===== config.mk =====
export PLATFORM = sky130hd
export DESIGN_NAME = pll_ctrl
export DESIGN_NICKNAME = d
export VERILOG_FILES = /design/src/rtl/pll_ctrl.sv
export SDC_FILE = /design/constraint.sdc
export NUM_CORES = 1
export LEC_CHECK = 0
export CAP_MARGIN = 20
export CORE_UTILIZATION = 25
export DETAILED_ROUTE_END_ITERATION = 10
export GPL_ROUTABILITY_DRIVEN = 0
export PLACE_DENSITY = 0.45
export SYNTH_ARGS = -nofsm -noshare
export SYNTH_HDL_FRONTEND = slang
export SYNTH_SLANG_ARGS = --single-unit

===== constraint.sdc =====
create_clock -name sys_clk -period 4.7 [get_ports sys_clk]
set_clock_uncertainty 0.15 [all_clocks]
set_input_delay 0.705 -clock sys_clk [delete_from_list [all_inputs] [get_ports sys_clk]]
set_output_delay 0.705 -clock sys_clk [all_outputs]
set_load 0.05 [all_outputs]

===== src/rtl/pll_ctrl.sv =====
// pll_ctrl -- sequencing controller for the on-chip Gowin PLL.
//
// Runs on the PLL reference clock. Holds the PLL in reset, waits for LOCK,
// qualifies LOCK over a stable window and only then releases the user reset.
// Failed lock attempts are retried up to MAX_RETRY times before FAULT.
// Divider selects can be changed at run time through cfg_req/cfg_ack.
//
// Optional feature macro: PLL_CTRL_AUTO_RELOCK_EN
//   defined   : lock loss in RUN restarts the full relock sequence.
//   undefined : lock loss in RUN goes to FAULT (leave via cfg_req or reset).
//
// Ports:
//   sys_clk      in   reference clock (also the PLL input clock)
//   sys_rst_n    in   asynchronous active-low reset
//   pll_lock     in   PLL LOCK, asynchronous to sys_clk
//   cfg_req      in   level request for new selects, held until cfg_ack
//   cfg_idsel/cfg_fbdsel/cfg_odsel  in [5:0]  requested selects
//   cfg_ack      out  one-cycle pulse when the requested config is qualified
//   pll_reset    out  PLL RESET, active high
//   pll_idsel/pll_fbdsel/pll_odsel  out [5:0]  selects to the PLL
//   clk_ok       out  high only in RUN
//   user_rst_n   out  active-low reset for PLL-clocked logic, low outside RUN
//   fault        out  high in FAULT
//   retry_cnt    out [3:0]  failed attempts in the current sequence
//   state_dbg    out [2:0]  current FSM state, for observation only
//
// Handshake: cfg_req is a level held by the requester. It is accepted only
// in RUN or FAULT (selects latched on that edge, PLL reset reasserted next
// cycle); elsewhere it simply stays pending on the level. cfg_ack pulses for
// one cycle on the RUN entry that follows an accepted request; the requester
// drops cfg_req once it sees cfg_ack.
module pll_ctrl #(
    parameter int         RST_HOLD    = 12,
    parameter int         LOCK_WAIT   = 24000,
    parameter int         LOCK_STABLE = 1200,
    parameter int         MAX_RETRY   = 3,
    parameter logic [5:0] INIT_IDSEL  = 6'd0,
    parameter logic [5:0] INIT_FBDSEL = 6'd0,
    parameter logic [5:0] INIT_ODSEL  = 6'd0
) (
    input  logic       sys_clk,
    input  logic       sys_rst_n,
    input  logic       pll_lock,
    input  logic       cfg_req,
    input  logic [5:0] cfg_idsel,
    input  logic [5:0] cfg_fbdsel,
    input  logic [5:0] cfg_odsel,
    output logic       cfg_ack,
    output logic       pll_reset,
    output logic [5:0] pll_idsel,
    output logic [5:0] pll_fbdsel,
    output logic [5:0] pll_odsel,
    output logic       clk_ok,
    output logic       user_rst_n,
    output logic       fault,
    output logic [3:0] retry_cnt,
    output logic [2:0] state_dbg
);

    typedef enum logic [2:0] {
        S_HOLD      = 3'd0,
        S_WAIT_LOCK = 3'd1,
        S_QUALIFY   = 3'd2,
        S_RUN       = 3'd3,
        S_FAULT     = 3'd4
    } state_t;

    // One shared down-counter, sized for the longest interval.
    localparam int CNT_MAX_A = (LOCK_WAIT > LOCK_STABLE) ? LOCK_WAIT : LOCK_STABLE;
    localparam int CNT_MAX   = (CNT_MAX_A > RST_HOLD) ? CNT_MAX_A : RST_HOLD;
    localparam int CNT_W     = $clog2(CNT_MAX + 1);

    // Counters load N-1 so that a state lasts exactly N cycles.
    localparam logic [CNT_W-1:0] LD_HOLD   = CNT_W'(RST_HOLD - 1);
    localparam logic [CNT_W-1:0] LD_WAIT   = CNT_W'(LOCK_WAIT - 1);
    localparam logic [CNT_W-1:0] LD_STABLE = CNT_W'(LOCK_STABLE - 1);
    localparam logic [CNT_W-1:0] CNT_ONE   = CNT_W'(1);
    localparam logic [CNT_W-1:0] CNT_ZERO  = '0;
    localparam logic [3:0]       RETRY_LIM = 4'(MAX_RETRY);

    state_t           state, state_n;
    logic [CNT_W-1:0] cnt, cnt_n;
    logic [3:0]       retry_n;
    logic [3:0]       retry_inc;
    logic             pending, pending_n;
    logic             ack_n;
    logic             accept;
    logic             lock_m, lock_s;

    assign retry_inc = retry_cnt + 4'd1;
    assign state_dbg = state;

    // Two-flop synchronizer for the asynchronous LOCK.
    always_ff @(posedge sys_clk or negedge sys_rst_n) begin
        if (!sys_rst_n) begin
            lock_m <= 1'b0;
            lock_s <= 1'b0;
        end else begin
            lock_m <= pll_lock;
            lock_s <= lock_m;
        end
    end

    always_comb begin
        state_n   = state;
        cnt_n     = cnt;
        retry_n   = retry_cnt;
        pending_n = pending;
        ack_n     = 1'b0;
        accept    = 1'b0;

        case (state)
            S_HOLD: begin
                if (cnt == CNT_ZERO) begin
                    state_n = S_WAIT_LOCK;
                    cnt_n   = LD_WAIT;
                end else begin
                    cnt_n = cnt - CNT_ONE;
                end
            end

            S_WAIT_LOCK: begin
                // A lock seen on the last cycle of the window still counts.
                if (lock_s) begin
                    state_n = S_QUALIFY;
                    cnt_n   = LD_STABLE;
                end else if (cnt == CNT_ZERO) begin
                    retry_n = retry_inc;
                    if (retry_inc == RETRY_LIM) begin
                        state_n = S_FAULT;
                        cnt_n   = LD_HOLD;
                    end else begin
                        state_n = S_HOLD;
                        cnt_n   = LD_HOLD;
                    end
                end else begin
                    cnt_n = cnt - CNT_ONE;
                end
            end

            S_QUALIFY: begin
                // Any low cycle restarts the wait without costing a retry.
                if (!lock_s) begin
                    state_n = S_WAIT_LOCK;
                    cnt_n   = LD_WAIT;
                end else if (cnt == CNT_ZERO) begin
                    state_n   = S_RUN;
                    retry_n   = 4'd0;
                    ack_n     = pending;
                    pending_n = 1'b0;
                end else begin
                    cnt_n = cnt - CNT_ONE;
                end
            end

            S_RUN: begin
                // A request in the same cycle as lock loss takes priority.
                if (cfg_req) begin
                    accept = 1'b1;
                end else if (!lock_s) begin
`ifdef PLL_CTRL_AUTO_RELOCK_EN
                    state_n = S_HOLD;
                    cnt_n   = LD_HOLD;
                    retry_n = 4'd0;
`else
                    state_n = S_FAULT;
                    cnt_n   = LD_HOLD;
`endif
                end
            end

            S_FAULT: begin
                if (cfg_req) begin
                    accept = 1'b1;
                end
            end

            default: begin
                state_n = S_HOLD;
                cnt_n   = LD_HOLD;
            end
        endcase

        if (accept) begin
            state_n   = S_HOLD;
            cnt_n     = LD_HOLD;
            pending_n = 1'b1;
            retry_n   = 4'd0;
        end
    end

    always_ff @(posedge sys_clk or negedge sys_rst_n) begin
        if (!sys_rst_n) begin
            state     <= S_HOLD;
            cnt       <= LD_HOLD;
            retry_cnt <= 4'd0;
            pending   <= 1'b0;
        end else begin
            state     <= state_n;
            cnt       <= cnt_n;
            retry_cnt <= retry_n;
            pending   <= pending_n;
        end
    end

    // Outputs are registered from the next state so they are valid in the
    // first cycle of each state.
    always_ff @(posedge sys_clk or negedge sys_rst_n) begin
        if (!sys_rst_n) begin
            pll_reset  <= 1'b1;
            clk_ok     <= 1'b0;
            user_rst_n <= 1'b0;
            fault      <= 1'b0;
            cfg_ack    <= 1'b0;
            pll_idsel  <= INIT_IDSEL;
            pll_fbdsel <= INIT_FBDSEL;
            pll_odsel  <= INIT_ODSEL;
        end else begin
            pll_reset  <= (state_n == S_HOLD) || (state_n == S_FAULT);
            clk_ok     <= (state_n == S_RUN);
            user_rst_n <= (state_n == S_RUN);
            fault      <= (state_n == S_FAULT);
            cfg_ack    <= ack_n;
            if (accept) begin
                pll_idsel  <= cfg_idsel;
                pll_fbdsel <= cfg_fbdsel;
                pll_odsel  <= cfg_odsel;
            end
        end
    end

endmodule


* Yosys cells after proc, flatten, opt, wreduce, memory -nomap -nowiden
Cells that the tools add are included.
Operators by class: muxes and demuxes 34, $add $sub $neg 2, reduce and logical (&&, ||, !) cells 12, eq/ne operators 15
Operator list (count):
- 15-bit two-way mux | 8
- 15-bit case mux with 5 select lines | 1
- 3-bit two-way mux | 9
- 4-bit two-way mux | 5
- 3-bit inequality test (second input constant) | 6
- 15-bit zero test | 1
- 3-bit case mux with 5 select lines | 1
- 15-bit by 1-bit subtractor with 15-bit output (second input constant) | 1
- 3-bit by 2-bit == test with 1-bit output (second input constant) | 3
- 1-bit two-way mux | 9
- 4-bit case mux with 2 select lines | 1
- 3-bit == test (second input constant) | 2
- 3-bit zero test | 2
- 2-bit nonzero test | 3
- 5-bit AND reduction | 1
- 4-bit by 1-bit adder with 4-bit output (second input constant) | 1
- 4-bit by 2-bit == test with 1-bit output (second input constant) | 1
- 4-bit inequality test (second input constant) | 1
- 4-bit AND reduction | 1
- 3-bit by 1-bit == test with 1-bit output (second input constant) | 1
- 3-bit AND reduction | 1
- 3-bit nonzero test | 1
- 2-bit inequality test (second input constant) | 1
- 2-bit OR reduction | 1
- 1-bit logical OR | 1
Storage, ports and cells: register bits 47, input bits 22, output and inout bits 30

* Logic depth before layout (Yosys ltp)
Gate-level depths: netlist (run 1).
word-level depth 9, depth in mapped cells 8, depth with buffers taken out 7

* Least setup slack after synthesis (run 1)
Ideal clock, no wire load.
kind flip-flop to flip-flop, start point register state[0], in the netlist state_dbg[0], end point register pll_fbdsel[0], clock period less this slack 2483 ps, path slack 2217 ps, data required time 4425 ps, stages on the path, launching flop included 7, data arrival time 2209 ps, cells stage by stage dfrtp_1 clkbuf_1 nor3b_1 o21ai_0 clkbuf_1 buf_2 mux2_2
Between the ends: cells in the longest elaborated chain, start to end 3, elaborated cells on any way between the ends 4, classes of those cells 2 x eq/ne; 1 x mux; 1 x reduce/logical
Ends and longest elaborated chain:
- from (decl) | RTL line 81 | state_t state, state_n;
- from (signal assigned) | RTL line 199 | state <= state_n;
- 3-bit == test or 3-bit by 2-bit == test with 1-bit output (tied branches) | RTL line 112 | case (state)
- 2-bit OR reduction (no line) *
- 1-bit two-way mux *
- to (signal assigned) | RTL line 226 | pll_fbdsel <= cfg_fbdsel;
- to (decl) | RTL line 51 | output logic [5:0] pll_fbdsel,
Mark *: on every way between the ends. The rest lies on a longest branch, timed or not. A chain may end at the register's enable or synchronous reset.

* Worst setup path in the final report (run 1)
start point register state[0], in the netlist state_dbg[0], end point output port state_dbg[0]
RTL lines:
- to (decl) | RTL line 57 | output logic [2:0] state_dbg
No word-level cell between the ends.

==> metrics.md, run 1 <==
| Metric | Value |
|---|---|
| Outcome | completed |
| Hold Buf Count CTS | 0 |
| Syn. warnings | 0 |
| Main synth FF type | dfrtp_1 |
| # clock sinks | 47 |
| CTS clk-pin slew, worst paths | 0.09 ns |
| DR vias | 1,970 |
| Cts bufs inserted | 5 |
| Peak supply drop | 0.000197 V |
| Overall power after layout | 1610 uW |
| TNS Setup | 0 ns |
| Post-CTS Resized | 0 |
| RSZ-0062 raised after global routing | false |
| Final hold viol count | 0 |
| EDFF count, synth | 0 |
| Post-Synthesis Cells | 235 |
| CP Data Required Time | 3.85 ns |
| Initial Util | 26.1% |
| Max-slew violations | 0 |
| Hpwl dp | 3970 um |
| Grt ovf | 0 |
| CP Capture Type | output pin |
| Drt pass-1 iters | 4 |
| Fmax | 350 MHz |
| Finished Layout Cells | 410 |
| Period minus WS final | 2.86 ns |
| I/O pins | 52 |
| Num rows | 35 |
| Die width | 101 um |
| Post-CTS Setup Inserts | 0 |
| Hold Crit Class | reg -> reg |
| Later-pin clock latency in the skew report | 0.30 ns |
| WS Path Type | reg -> out |
| Layout area overhead | 30.7% |
| CTS tree | yes |
| Register area share after synthesis | 48.4% |
| Routing usage on met1 | 16.5% |
| Pleak | 0.00131 uW |
| Most frequent cells in the layout | 50 x clkdlybuf4s50_1, 43 x dfrtp_1, 20 x o21ai_0 |
| Syn_nets | 261 |
| CTS Buffer Depth | 2 |
| Least-Margin Pin Slew | 0.711 ns |
| Synth Area per Inst | 10.4 um2 |
| GR Layer Usage met3 | 3.05% |
| Avg Vias per Cell | 4.80 |
| Delay of the slowest critical-path stage | 0.93 ns |
| Yosys cell types | 56 |
| Dpl ws | 1.80 ns |
| Setup crit start kind | flip-flop |
| DRC errors left | 0 |
| CP Max Fanout | 21 |
| Synth Register Bits | 47 |
| Finish-stage setup viols | 0 |
| Diode count | 0 |
| Vias in the first global route | 1,978 |
| I/O Buffers | 51 |
| Initial antenna violation count | 0 |
| Share of layout cells above drive strength 1 | 13.9% |
| First-pass GRT wire length | 9630 um |
| Largest net degree at the start of global routing | 48 |
| Ys async rst share | 100% |
| Crit-path cells | clkdlybuf4s50_1 |
| Dpl cells | 401 |
| Most common cell after layout, fill and taps aside | clkdlybuf4s50_1 |
| Net count, final | 306 |
| Worst path slowest cell | clkdlybuf4s50_1 |
| Cell family with most CP delay | buffers and inverters |
| Global-route met2 utilization | 18.4% |
| Slew HR | 52.6% |
| PnR worst setup slack | 1.84 ns |
| Clock root buffer | clkbuf_8 |
| Crit path DAT | 2.00 ns |
| Total GRT Usage | 12.1% |
| Period Utilization, post-route | 60.8% |
| GRT busiest layer | met2 |
| Core Area | 0.00937 mm2 |
| Cell Area, Synth | 0.00244 mm2 |
| Max-cap violations | 0 |
| Drt initial violations | 143 |
| Die height | 101 um |
| CTS H-Tree Depth | 2 |
| Avg WL per Cell | 14.0 um |
| Die area | 0.0102 mm2 |
| Total power divided by cell area | 504 mW/mm2 |
| Buf+Inv Stages, Crit Path | 1 |
| Final ANT Viol Nets | 0 |
| Routed Wire Length | 5730 um |
## final cells by class
class / count / area (um2)
inverters: 6 / 22.5
clock buffers: 6 / 82.6
well taps: 129 / 161
flip-flops and latches: 47 / 1180
multi-input cells: 167 / 1180
repair buffers: 53 / 524
clock inverters: 2 / 38.8
fillers: 1010 / 6180
## cells by family (layout without fill, tap and decap cells)
group | count (synthesis) | count (layout) | share of synthesized area [%]
AOI/OAI and AO/OA | 63 | 63 | 17.5
xor gates and xnor gates | 2 | 2 | 0.717
adders and majority gates | 4 | 4 | 2.05
buffers and inverters | 21 | 67 | 3.43
DFF | 47 | 47 | 48.4
muxes | 21 | 21 | 9.53
and+or+nand+nor | 77 | 77 | 18.4
## power by group
part           leakage (uW)  internal (uW)  switching [uW]
Clock             0.0000618            175             140
Sequential         0.000580            529             125
Combinational      0.000672            260             381
## metrics by stage
step / cell area (um2) / hold slack, ns / utilization [%]
CTS: 3180 / 0.206 / 33.9
global placement: 3060 / 0.185 / 32.6
detailed placement: 3060 / 0.185 / 32.6
finish: 3190 / 0.204 / 34.1
floorplan: 2440 / 0.181 / -
global route: 3190 / 0.215 / 34.1
## path summary, 6_finish.rpt
path / depth (start not counted) / to / slack, ns / startpoint
hold reg to reg: 0 / lock_s$_DFF_PN0_ / 0.20 / lock_m$_DFF_PN0_
max in group asynchronous: 2 / fault$_DFF_PN0_ / 3.65 / sys_rst_n
hold / removal: 0 / lock_s$_DFF_PN0_ / 0.20 / lock_m$_DFF_PN0_
min in group asynchronous: 2 / cnt[9]$_DFFE_PN0P_ / 0.35 / sys_rst_n
setup reg to reg: 5 / cnt[9]$_DFFE_PN0P_ / 1.95 / cnt[7]$_DFFE_PN0P_
setup / recovery: 1 / state_dbg[0] / 1.84 / state_dbg[0]$_DFF_PN0_
## layer usage
layer  vias to the layer above  routed length [um]
li1                        966                   -
met1                       943                2810
met2                        53                2490
met3                         8                 346
met4                         0                  85
met5                         -                   0
## cell usage after synthesis (2+ instances only)
cell type	count	share of area, %
or3_1	3	0.77
a21o_1	3	0.92
dfrtp_1	43	44
nand2_1	14	2.2
a31oi_1	2	0.51
nor2b_1	2	0.51
o211ai_1	4	1.2
nand2b_1	6	1.5
nand4b_1	2	0.72
ha_1	4	2.0
nor4_1	4	1.0
o21ai_0	21	4.3
o311ai_0	3	1.1
o31ai_1	3	0.92
or4_1	4	1.2
a2111oi_0	2	0.72
nand3_1	4	0.82
nor2_1	15	2.3
a22o_1	5	1.8
nor3_1	7	1.4
a21oi_1	6	1.2
mux2_2	18	8.3
mux2i_1	3	1.2
or2_0	2	0.51
clkbuf_1	13	2.0
inv_1	6	0.92
o21ai_1	3	0.61
and3_1	2	0.51
dfstp_2	4	4.3
## worst reg2reg max path, stage by stage (launching register included)
cell      delay [ns]
dfrtp_1         0.48
nor4_4          0.45
nand4_2         0.42
o32ai_2         0.78
or2_2           0.24
o221ai_1        0.10
## registers in the layout, indices dropped and copies added, names as in the netlist
name        flops
cnt            15
pll_fbdsel      6
pll_idsel       6
pll_odsel       6
retry_cnt       4
state_dbg       3
cfg_ack         1
fault           1
lock_m          1
lock_s          1
pending         1
pll_reset       1
user_rst_n      1
Note: power is estimated with default switching activity, not from simulation.
==> inputs of run 2 (changes only) <==
==> constraint.sdc (replaced) <==
create_clock -name sys_clk -period 2.8 [get_ports sys_clk]
set_clock_uncertainty 0.15 [all_clocks]
set_input_delay 0.42 -clock sys_clk [delete_from_list [all_inputs] [get_ports sys_clk]]
set_output_delay 0.42 -clock sys_clk [all_outputs]
set_load 0.05 [all_outputs]
==> metrics.md, run 2 (same netlist as run 1, synthesis figures left out) <==
| Metric | Value |
|---|---|
| Net count, final | 314 |
| Largest Register | cnt |
| Avg Vias per Cell | 4.84 |
| Drt pass-1 iters | 5 |
| TNS Setup | 0 ns |
| Num rows | 35 |
| Most common cell after layout, fill and taps aside | clkdlybuf4s50_1 |
| Finished Layout Cells | 418 |
| Finish-stage setup viols | 0 |
| RSZ-0062 raised after global routing | false |
| Crit path DAT | 2.56 ns |
| Max-cap violations | 0 |
| CTS tree | yes |
| WS Path Type | reg -> reg |
| Drt initial violations | 150 |
| Post-CTS Resized | 0 |
| Hpwl dp | 4290 um |
| Outcome | completed |
| Slew HR | 53.3% |
| Vias in the first global route | 2,011 |
| I/O pins | 52 |
| Crit path from | cnt[1]$_DFFE_PN1P_ |
| Share of layout cells above drive strength 1 | 15.9% |
| DR vias | 2,022 |
| Total GRT Usage | 12.7% |
| CTS clk-pin slew, worst paths | 0.09 ns |
| Diode count | 0 |
| Die width | 101 um |
| Dpl cells | 410 |
| First-pass GRT wire length | 10,000 um |
| Clock root buffer | clkbuf_8 |
| Avg WL per Cell | 14.2 um |
| Die area | 0.0102 mm2 |
| CTS H-Tree Depth | 2 |
| Max FFs per register | 15 |
| Least-Margin Pin Slew | 0.701 ns |
| Layout area overhead | 31.8% |
| Most frequent cells in the layout | 50 x clkdlybuf4s50_1, 43 x dfrtp_1, 20 x o21ai_0 |
| Worst flop-to-flop path startpoint | cnt[1]$_DFFE_PN1P_ |
| Period Utilization, post-route | 88.9% |
| Hold Buf Count CTS | 0 |
| I/O Buffers | 51 |
| Pleak | 0.00134 uW |
| Worst path slowest cell | or4_1 |
| Hold Crit Class | in -> async |
| CP Data Required Time | 2.87 ns |
| Die height | 101 um |
| CP Capture Type | flip-flop |
| # clock sinks | 47 |
| Routed Wire Length | 5920 um |
| Cts bufs inserted | 5 |
| Cell family with most CP delay | simple AND/OR/NAND/NOR gates |
| Period minus WS final | 2.49 ns |
| Initial Util | 26.1% |
| Largest net degree at the start of global routing | 31 |
| Buf+Inv Stages, Crit Path | 1 |
| Setup crit start kind | flip-flop |
| Grt ovf | 0 |
| Core Area | 0.00937 mm2 |
| Delay of the slowest critical-path stage | 0.52 ns |
| Peak supply drop | 0.000234 V |
| Crit-path cells | inv_1 > ha_1 > nor4b_2 > nand4_2 > o31a_1 > or4_1 > o211ai_1 |
| Post-CTS Setup Inserts | 0 |
| Final ANT Viol Nets | 0 |
| Final hold viol count | 0 |
| Total power divided by cell area | 815 mW/mm2 |
| Later-pin clock latency in the skew report | 0.30 ns |
| Overall power after layout | 2620 uW |
| Fmax | 402 MHz |
| CP Max Fanout | 7 |
| CTS Buffer Depth | 2 |
| Max-slew violations | 0 |
| Initial antenna violation count | 0 |
| DRC errors left | 0 |
-- run 2: changes by cell type in the layout (fill, tap and decap cells not counted), sizes merged --
cell,change
buf,+8
clkbuf,+1
inv,-1
bufinv,-1
clkinv,+1
-- run 2: per-layer routing --
| layer | up-vias | part of all wire (%) | track usage (%) |
|---|---|---|---|
| met3 | 4 | 4.9 | 2.91 |
| met5 | - | 0 | 0 |
| met1 | 981 | 50 | 17.0 |
| li1 | 981 | - | - |
| met4 | 0 | 1.3 | 4.24 |
| met2 | 56 | 44 | 20.2 |
-- run 2: area by class of cell --
cell class,instances,area [um2]
Fill cell,1014,6150
Sequential cell,47,1180
Timing Repair Buffer,61,581
Tap cell,129,161
Clock inverter,1,5.00
Inverter,6,22.5
Multi-Input combinational cell,167,1180
Clock buffer,7,86.3
-- run 2: report_power, final --
part | leakage [uW] | internal [uW] | switching [uW]
clock network | 0.0000482 | 200 | 231
registers | 0.000580 | 888 | 206
logic | 0.000710 | 447 | 652
total | 0.00134 | 1540 | 1090
-- run 2: stage by stage --
step	cell area, um2	worst slack [ns]	util [%]	hold slack (ns)
after global routing	3220	0.151	34.3	0.0707
after floorplan	2440	0.317	-	-0.0256
after detailed placement	3130	0.364	33.4	0.185
after global placement	3130	0.430	33.4	0.186
final	3220	0.310	34.3	0.00671
after CTS	3220	0.328	34.3	0.0364
-- run 2: worst paths after layout --
path | slack [ns] | depth (start not counted) | endpoint
setup / recovery | 0.31 | 7 | retry_cnt[3]$_DFFE_PN0P_
hold / removal | 0.007 | 1 | cnt[9]$_DFFE_PN0P_
max in group asynchronous | 1.81 | 2 | pll_reset$_DFF_PN1_
hold reg to reg | 0.21 | 0 | lock_s$_DFF_PN0_
setup reg to reg | 0.31 | 7 | retry_cnt[3]$_DFFE_PN0P_
min in group sys_clk | 0.21 | 0 | lock_s$_DFF_PN0_
